===== config.mk =====
export PLATFORM = sky130hd
export DESIGN_NAME = ldm_stm_addr_seq
export DESIGN_NICKNAME = d
export VERILOG_FILES = /design/src/rtl/ldm_stm_addr_seq.sv
export SDC_FILE = /design/constraint.sdc
export NUM_CORES = 1
export LEC_CHECK = 0
export ABC_CLOCK_PERIOD_IN_PS = 7900
export BUFFER_PORTS_ARGS = -buffer_cell sky130_fd_sc_hd__clkbuf_2
export CAP_MARGIN = 25
export CORE_MARGIN = 5
export CORE_UTILIZATION = 60
export DETAILED_ROUTE_END_ITERATION = 12
export GPL_ROUTABILITY_DRIVEN = 0
export PLACE_DENSITY = 0.82
export SETUP_SLACK_MARGIN = 0.5
export SLEW_MARGIN = 20
export SYNTH_ARGS = -nofsm -noshare
export SYNTH_HDL_FRONTEND = slang
export SYNTH_SLANG_ARGS = --single-unit
export TNS_END_PERCENT = 5

===== constraint.sdc =====
create_clock -name clk_in -period 7.9 [get_ports clk_in]
set_input_delay 0.79 -clock clk_in [delete_from_list [all_inputs] [get_ports clk_in]]
set_output_delay 0.79 -clock clk_in [all_outputs]
set_load 0.005 [all_outputs]

===== src/rtl/ldm_stm_addr_seq.sv =====
// Sequential word-address generator for ARM LDM/STM block transfers.
// Latches base/list/mode on launch, emits one address per accepted handshake, then reports writeback.
module ldm_stm_addr_seq #(
  parameter int ADDR_WIDTH = 32,
  parameter int NUM_REGS   = 16,
  parameter int WORD_BYTES = 4,
  localparam int IDX_W     = $clog2(NUM_REGS)
) (
  input  logic                  clk_in,
  input  logic                  reset_in,
  input  logic                  start_in,
  input  logic [ADDR_WIDTH-1:0] base_addr_in,
  input  logic [NUM_REGS-1:0]   reg_list_in,
  input  logic                  pre_in,
  input  logic                  up_in,
  input  logic                  wb_in,
  input  logic                  mem_ready_in,
  output logic                  busy_out,
  output logic                  addr_valid_out,
  output logic [ADDR_WIDTH-1:0] addr_to_mem_out,
  output logic [IDX_W-1:0]      reg_idx_out,
  output logic                  last_out,
  output logic                  done_out,
  output logic                  wb_en_out,
  output logic [ADDR_WIDTH-1:0] data_to_reg_update_out
);

  localparam int CNT_W = $clog2(NUM_REGS + 1);
  localparam logic [ADDR_WIDTH-1:0] STRIDE   = ADDR_WIDTH'(WORD_BYTES);
  localparam logic [NUM_REGS-1:0]   MASK_ONE = {{(NUM_REGS-1){1'b0}}, 1'b1};

  typedef enum logic [1:0] {
    ST_IDLE = 2'd0,
    ST_XFER = 2'd1,
    ST_DONE = 2'd2
  } state_t;

  function automatic logic [CNT_W-1:0] popcount(input logic [NUM_REGS-1:0] m);
    logic [CNT_W-1:0] c;
    c = '0;
    for (int i = 0; i < NUM_REGS; i++) begin
      c = c + {{(CNT_W-1){1'b0}}, m[i]};
    end
    return c;
  endfunction

  function automatic logic [IDX_W-1:0] lowest_idx(input logic [NUM_REGS-1:0] m);
    logic [IDX_W-1:0] idx;
    idx = '0;
    for (int i = NUM_REGS - 1; i >= 0; i--) begin
      if (m[i]) begin
        idx = IDX_W'(i);
      end else begin
        idx = idx;
      end
    end
    return idx;
  endfunction

  state_t                state_q, state_d;
  logic [NUM_REGS-1:0]   mask_q, mask_d;
  logic                  wbp_q, wbp_d;
  logic [ADDR_WIDTH-1:0] addr_q, addr_d;
  logic [IDX_W-1:0]      idx_q, idx_d;
  logic                  busy_q, busy_d;
  logic                  valid_q, valid_d;
  logic                  last_q, last_d;
  logic                  done_q, done_d;
  logic                  wb_en_q, wb_en_d;
  logic [ADDR_WIDTH-1:0] data_q, data_d;

  logic [CNT_W-1:0]      n_s;
  logic [ADDR_WIDTH-1:0] off_s;
  logic [ADDR_WIDTH-1:0] start_addr_s;
  logic [ADDR_WIDTH-1:0] wb_val_s;
  logic [NUM_REGS-1:0]   mask_rest_s;

  always_comb begin
    n_s         = popcount(reg_list_in);
    off_s       = ADDR_WIDTH'(n_s) * STRIDE;
    mask_rest_s = mask_q & (mask_q - MASK_ONE);
    wb_val_s    = up_in ? (base_addr_in + off_s) : (base_addr_in - off_s);
    case ({pre_in, up_in})
      2'b01:   start_addr_s = base_addr_in;
      2'b11:   start_addr_s = base_addr_in + STRIDE;
      2'b00:   start_addr_s = base_addr_in - off_s + STRIDE;
      2'b10:   start_addr_s = base_addr_in - off_s;
      default: start_addr_s = base_addr_in;
    endcase

    state_d = state_q;
    mask_d  = mask_q;
    wbp_d   = wbp_q;
    addr_d  = addr_q;
    idx_d   = idx_q;
    busy_d  = busy_q;
    valid_d = valid_q;
    last_d  = last_q;
    done_d  = 1'b0;
    wb_en_d = 1'b0;
    data_d  = data_q;

    case (state_q)
      ST_IDLE: begin
        if (start_in) begin
          mask_d  = reg_list_in;
          wbp_d   = wb_in && (n_s != '0);
          addr_d  = start_addr_s;
          idx_d   = lowest_idx(reg_list_in);
          last_d  = (n_s == {{(CNT_W-1){1'b0}}, 1'b1});
          data_d  = wb_val_s;
          busy_d  = 1'b1;
          if (n_s != '0) begin
            state_d = ST_XFER;
            valid_d = 1'b1;
          end else begin
            // Empty list: straight to completion, never a writeback
            state_d = ST_DONE;
            valid_d = 1'b0;
            done_d  = 1'b1;
          end
        end else begin
          state_d = ST_IDLE;
        end
      end
      ST_XFER: begin
        if (mem_ready_in) begin
          mask_d = mask_rest_s;
          addr_d = addr_q + STRIDE;
          if (last_q) begin
            state_d = ST_DONE;
            valid_d = 1'b0;
            last_d  = 1'b0;
            done_d  = 1'b1;
            wb_en_d = wbp_q;
          end else begin
            idx_d  = lowest_idx(mask_rest_s);
            last_d = ((mask_rest_s & (mask_rest_s - MASK_ONE)) == '0);
          end
        end else begin
          state_d = ST_XFER;
        end
      end
      ST_DONE: begin
        state_d = ST_IDLE;
        busy_d  = 1'b0;
      end
      default: begin
        state_d = ST_IDLE;
        busy_d  = 1'b0;
        valid_d = 1'b0;
        last_d  = 1'b0;
      end
    endcase
  end

  // State and registered outputs; reset abandons any transfer without a completion pulse
  always_ff @(posedge clk_in) begin
    if (reset_in) begin
      state_q <= ST_IDLE;
      mask_q  <= '0;
      wbp_q   <= 1'b0;
      addr_q  <= '0;
      idx_q   <= '0;
      busy_q  <= 1'b0;
      valid_q <= 1'b0;
      last_q  <= 1'b0;
      done_q  <= 1'b0;
      wb_en_q <= 1'b0;
      data_q  <= '0;
    end else begin
      state_q <= state_d;
      mask_q  <= mask_d;
      wbp_q   <= wbp_d;
      addr_q  <= addr_d;
      idx_q   <= idx_d;
      busy_q  <= busy_d;
      valid_q <= valid_d;
      last_q  <= last_d;
      done_q  <= done_d;
      wb_en_q <= wb_en_d;
      data_q  <= data_d;
    end
  end

  assign busy_out               = busy_q;
  assign addr_valid_out         = valid_q;
  assign addr_to_mem_out        = addr_q;
  assign reg_idx_out            = idx_q;
  assign last_out               = last_q;
  assign done_out               = done_q;
  assign wb_en_out              = wb_en_q;
  assign data_to_reg_update_out = data_q;

endmodule


==> summary.md <==
| Metric | Value |
|---|---|
| Status | `finished, final reports clean` |
| Crit. End Element | `flip-flop` |
| Antenna Nets Post-Route | `0` |
| Initial antenna violation count | `0` |
| FF+latch count, synth | `92` |
| Most frequent cells in the layout | `nand2_1, clkbuf_2, nor2_1` |
| Resized cells post-CTS | `0` |
| Clock H-tree levels | `3` |
| First-pass GRT wire length | `48400 um` |
| Clock power frac | `0.167` |
| Reg clk slew, reported paths | `0.08 ns` |
| Seq/Total Area, Yosys | `0.200` |
| Largest net degree at the start of global routing | `99` |
| Num Clock Sinks | `92` |
| Root Driver | `clkbuf_16` |
| Commonest non-fill, non-tap cell in the layout | `nand2_1` |
| EDFF count, synth | `0` |
| Die Area | `17900 um2` |
| Cell variety after synth | `88` |
| Switching share of power | `0.493` |
| Ant diodes | `0` |
| Pint | `1.35 mW` |
| # DRC | `0` |
| Multi-input logic area | `6710 um2` |
| CTS tree | `yes` |
| Post-DR vias/cell | `6.83` |
| Via count | `10600` |
| Max-Cap Viols | `0` |
| Synthesized instance count | `1312` |
| Count of pins over their slew limit | `0` |
| Crit path max fanout | `12` |
| Number of global-route vias before repair | `9605` |
| RSZ-0062 raised after global routing | `true` |
| Final Critical Period | `7.09 ns` |
| Row count | `45` |
| Chip width | `134 um` |
| Detailed-route wire length per cell | `19.3 um` |
| # fillers | `1369` |
| Overall routing resource usage | `0.324` |
| Syn Area/Cell | `7.01 um2` |
| Overall power | `2.67 mW` |
| Crit Path Class | `in2reg` |
| Reg area | `1840 um2` |
| PortBufs | `127` |
| Detailed Route WL | `29800 um` |
| Ports | `128` |
| Final Hold Viols | `0` |
| Fmax achieved | `0.141 GHz` |
| Switching Power | `1.31 mW` |
| Endpoints failing setup | `0` |
| Core area | `15100 um2` |
| DR iter-0 viols | `1320` |
| Top_reg_cell synth | `dfxtp_1` |
| Clk buf depth | `2` |
| Worst min path class | `reg2reg` |
| Layout area overhead | `9.14%` |
| Power density cells | `266 nW/um2` |
| Worst R2R Setup Slack | `4.12 ns` |
| Final Cycle Share | `0.897` |
| CTS Hold Bufs | `0` |
| Layout cell share with drive strength beyond 1 | `0.149` |
| Post-DP HPWL | `21100 um` |
| Startpoint types | `primary input` |
| Gr ovfl total | `0` |
| Setup Skew | `0.00659 ns` |
| Slew of the pin with the lowest slew margin | `1.08 ns` |
| CP arrival | `7.37 ns` |
| Relative slew slack | `0.281` |
| Asr flop ratio synth | `0` |
| Mapped Area | `9200 um2` |
| Die Ht | `134 um` |
| Syn nets | `1400` |
| Worst skew pair latency | `0.36 ns` |
| Nets@finish | `1444` |
| Setup TNS | `0 ns` |
| WP data required | `8.18 ns` |
| Initial Utilization | `0.607` |
| Num CTS Buffers | `9` |
| Comb pwr share | `0.577` |
| Leakage power figure | `3.88 nW` |
| Seq pwr share | `0.256` |
| Synth warn | `0` |
| Drt first pass iters | `6` |
| Max rail drop VDD | `0.203 mV` |
registers in the layout (all words and copies together), names as in the netlist:
register / count
wbp_q: 1
busy_out: 1
reg_idx_out: 4
data_to_reg_update_out: 32
addr_valid_out: 1
addr_to_mem_out: 32
wb_en_out: 1
done_out: 1
state_q: 2
mask_q: 16
last_out: 1
worst max-delay path, stage by stage:
cell and delay (ns):
clkbuf_2 0.13, inv_1 0.07, fa_1 0.53, inv_1 0.05, fa_1 0.45, fa_1 0.53
inv_1 0.05, fa_1 0.43, inv_1 0.06, ha_1 0.18, inv_1 0.06, fa_1 0.40
xor2_1 0.26, inv_1 0.10, ha_1 0.40, nor2b_1 0.31, a2111oi_2 0.11, buf_4 0.19
or4_1 0.52, and2_1 0.26, or3_4 0.43, nor4_4 0.41, mux2i_1 0.25, mux2_1 0.34
o31ai_1 0.07
worst paths after layout:
path / start / end / cells past startpoint
setup / recovery: reg_list_in[5] / addr_to_mem_out[24] / 25
hold / removal: data_to_reg_update_out[19] / data_to_reg_update_out[19] / 2
setup reg to reg: mask_q[0] / last_out / 8
hold reg to reg: data_to_reg_update_out[19] / data_to_reg_update_out[19] / 2
power by group through the flow:
stage               logic (mW)  registers [mW]  clock network, mW
floorplan                 1.09           0.651                  0
global placement          1.46           0.684                  0
detailed placement        1.49           0.688                  0
CTS                       1.50           0.677              0.445
global route              1.69           0.699              0.468
finish                    1.54           0.683              0.445
cell type report:
type                    count  share of cell area
clock inverters             7             0.00598
well taps                 188              0.0234
multi-input cells        1059               0.669
repair buffers            141              0.0760
clock buffers               9              0.0224
flip-flops and latches     92               0.183
inverters                  53              0.0198
Yosys cell counts, types with 10 or more instances:
| cell | instances | area share |
|---|---|---|
| nor2_1 | 120 | 0.049 |
| or4_1 | 16 | 0.013 |
| o31ai_1 | 13 | 0.011 |
| a31oi_1 | 24 | 0.016 |
| a21o_1 | 13 | 0.011 |
| a22oi_1 | 24 | 0.020 |
| or2_2 | 16 | 0.011 |
| clkbuf_1 | 86 | 0.035 |
| nand4_1 | 24 | 0.016 |
| nor4_1 | 20 | 0.014 |
| fa_1 | 12 | 0.026 |
| or3_1 | 22 | 0.015 |
| nand2_1 | 146 | 0.060 |
| nor3_1 | 41 | 0.022 |
| nor2b_1 | 16 | 0.011 |
| xor2_1 | 17 | 0.016 |
| mux2i_1 | 16 | 0.017 |
| ha_1 | 21 | 0.029 |
| nand3_1 | 43 | 0.023 |
| a21oi_1 | 101 | 0.055 |
| inv_1 | 52 | 0.021 |
| o21ai_0 | 93 | 0.051 |
| dfxtp_1 | 92 | 0.20 |
| o22ai_1 | 12 | 0.0082 |
| xnor2_1 | 40 | 0.038 |
| a211oi_1 | 23 | 0.019 |
| and3_1 | 16 | 0.011 |
| nand2b_1 | 10 | 0.0068 |
through the flow:
stage / hold WS, ns / worst slack, ns / instance area [um2] / instances / utilization
3_3_place_gp: 0.436 / 0.602 / 9700 / 1529 / 0.641
4_1_cts: 0.453 / 0.749 / 9990 / 1545 / 0.659
5_1_grt: 0.472 / 0.449 / 10000 / 1549 / 0.663
2_1_floorplan: 0.428 / 0.971 / 9200 / 1312 / -
6_report: 0.452 / 0.810 / 10000 / 1549 / 0.663
3_5_place_dp: 0.444 / 0.378 / 9700 / 1529 / 0.641
layer usage:
metal	track usage	routed length [um]
met3	0.0544	2870
met5	0	0
met4	0.165	1310
met1	0.434	12200
met2	0.503	13400
cells by family after synthesis:
family                     after synthesis  share of synthesized area
adders and majority gates               41                     0.0634
muxes                                   21                     0.0248
buffers and inverters                  161                     0.0710
DFF                                     92                      0.200
xor gates and xnor gates                58                     0.0561
and+or+nand+nor                        534                      0.295
AOI/OAI and AO/OA                      405                      0.289
timing repair:
action                                 4_1_cts  5_1_grt
setup buffers                                0        3
setup endpoints to repair                    0       20
endpoints found under the hold margin        0        0
Power figures use the tool's default switching activity.
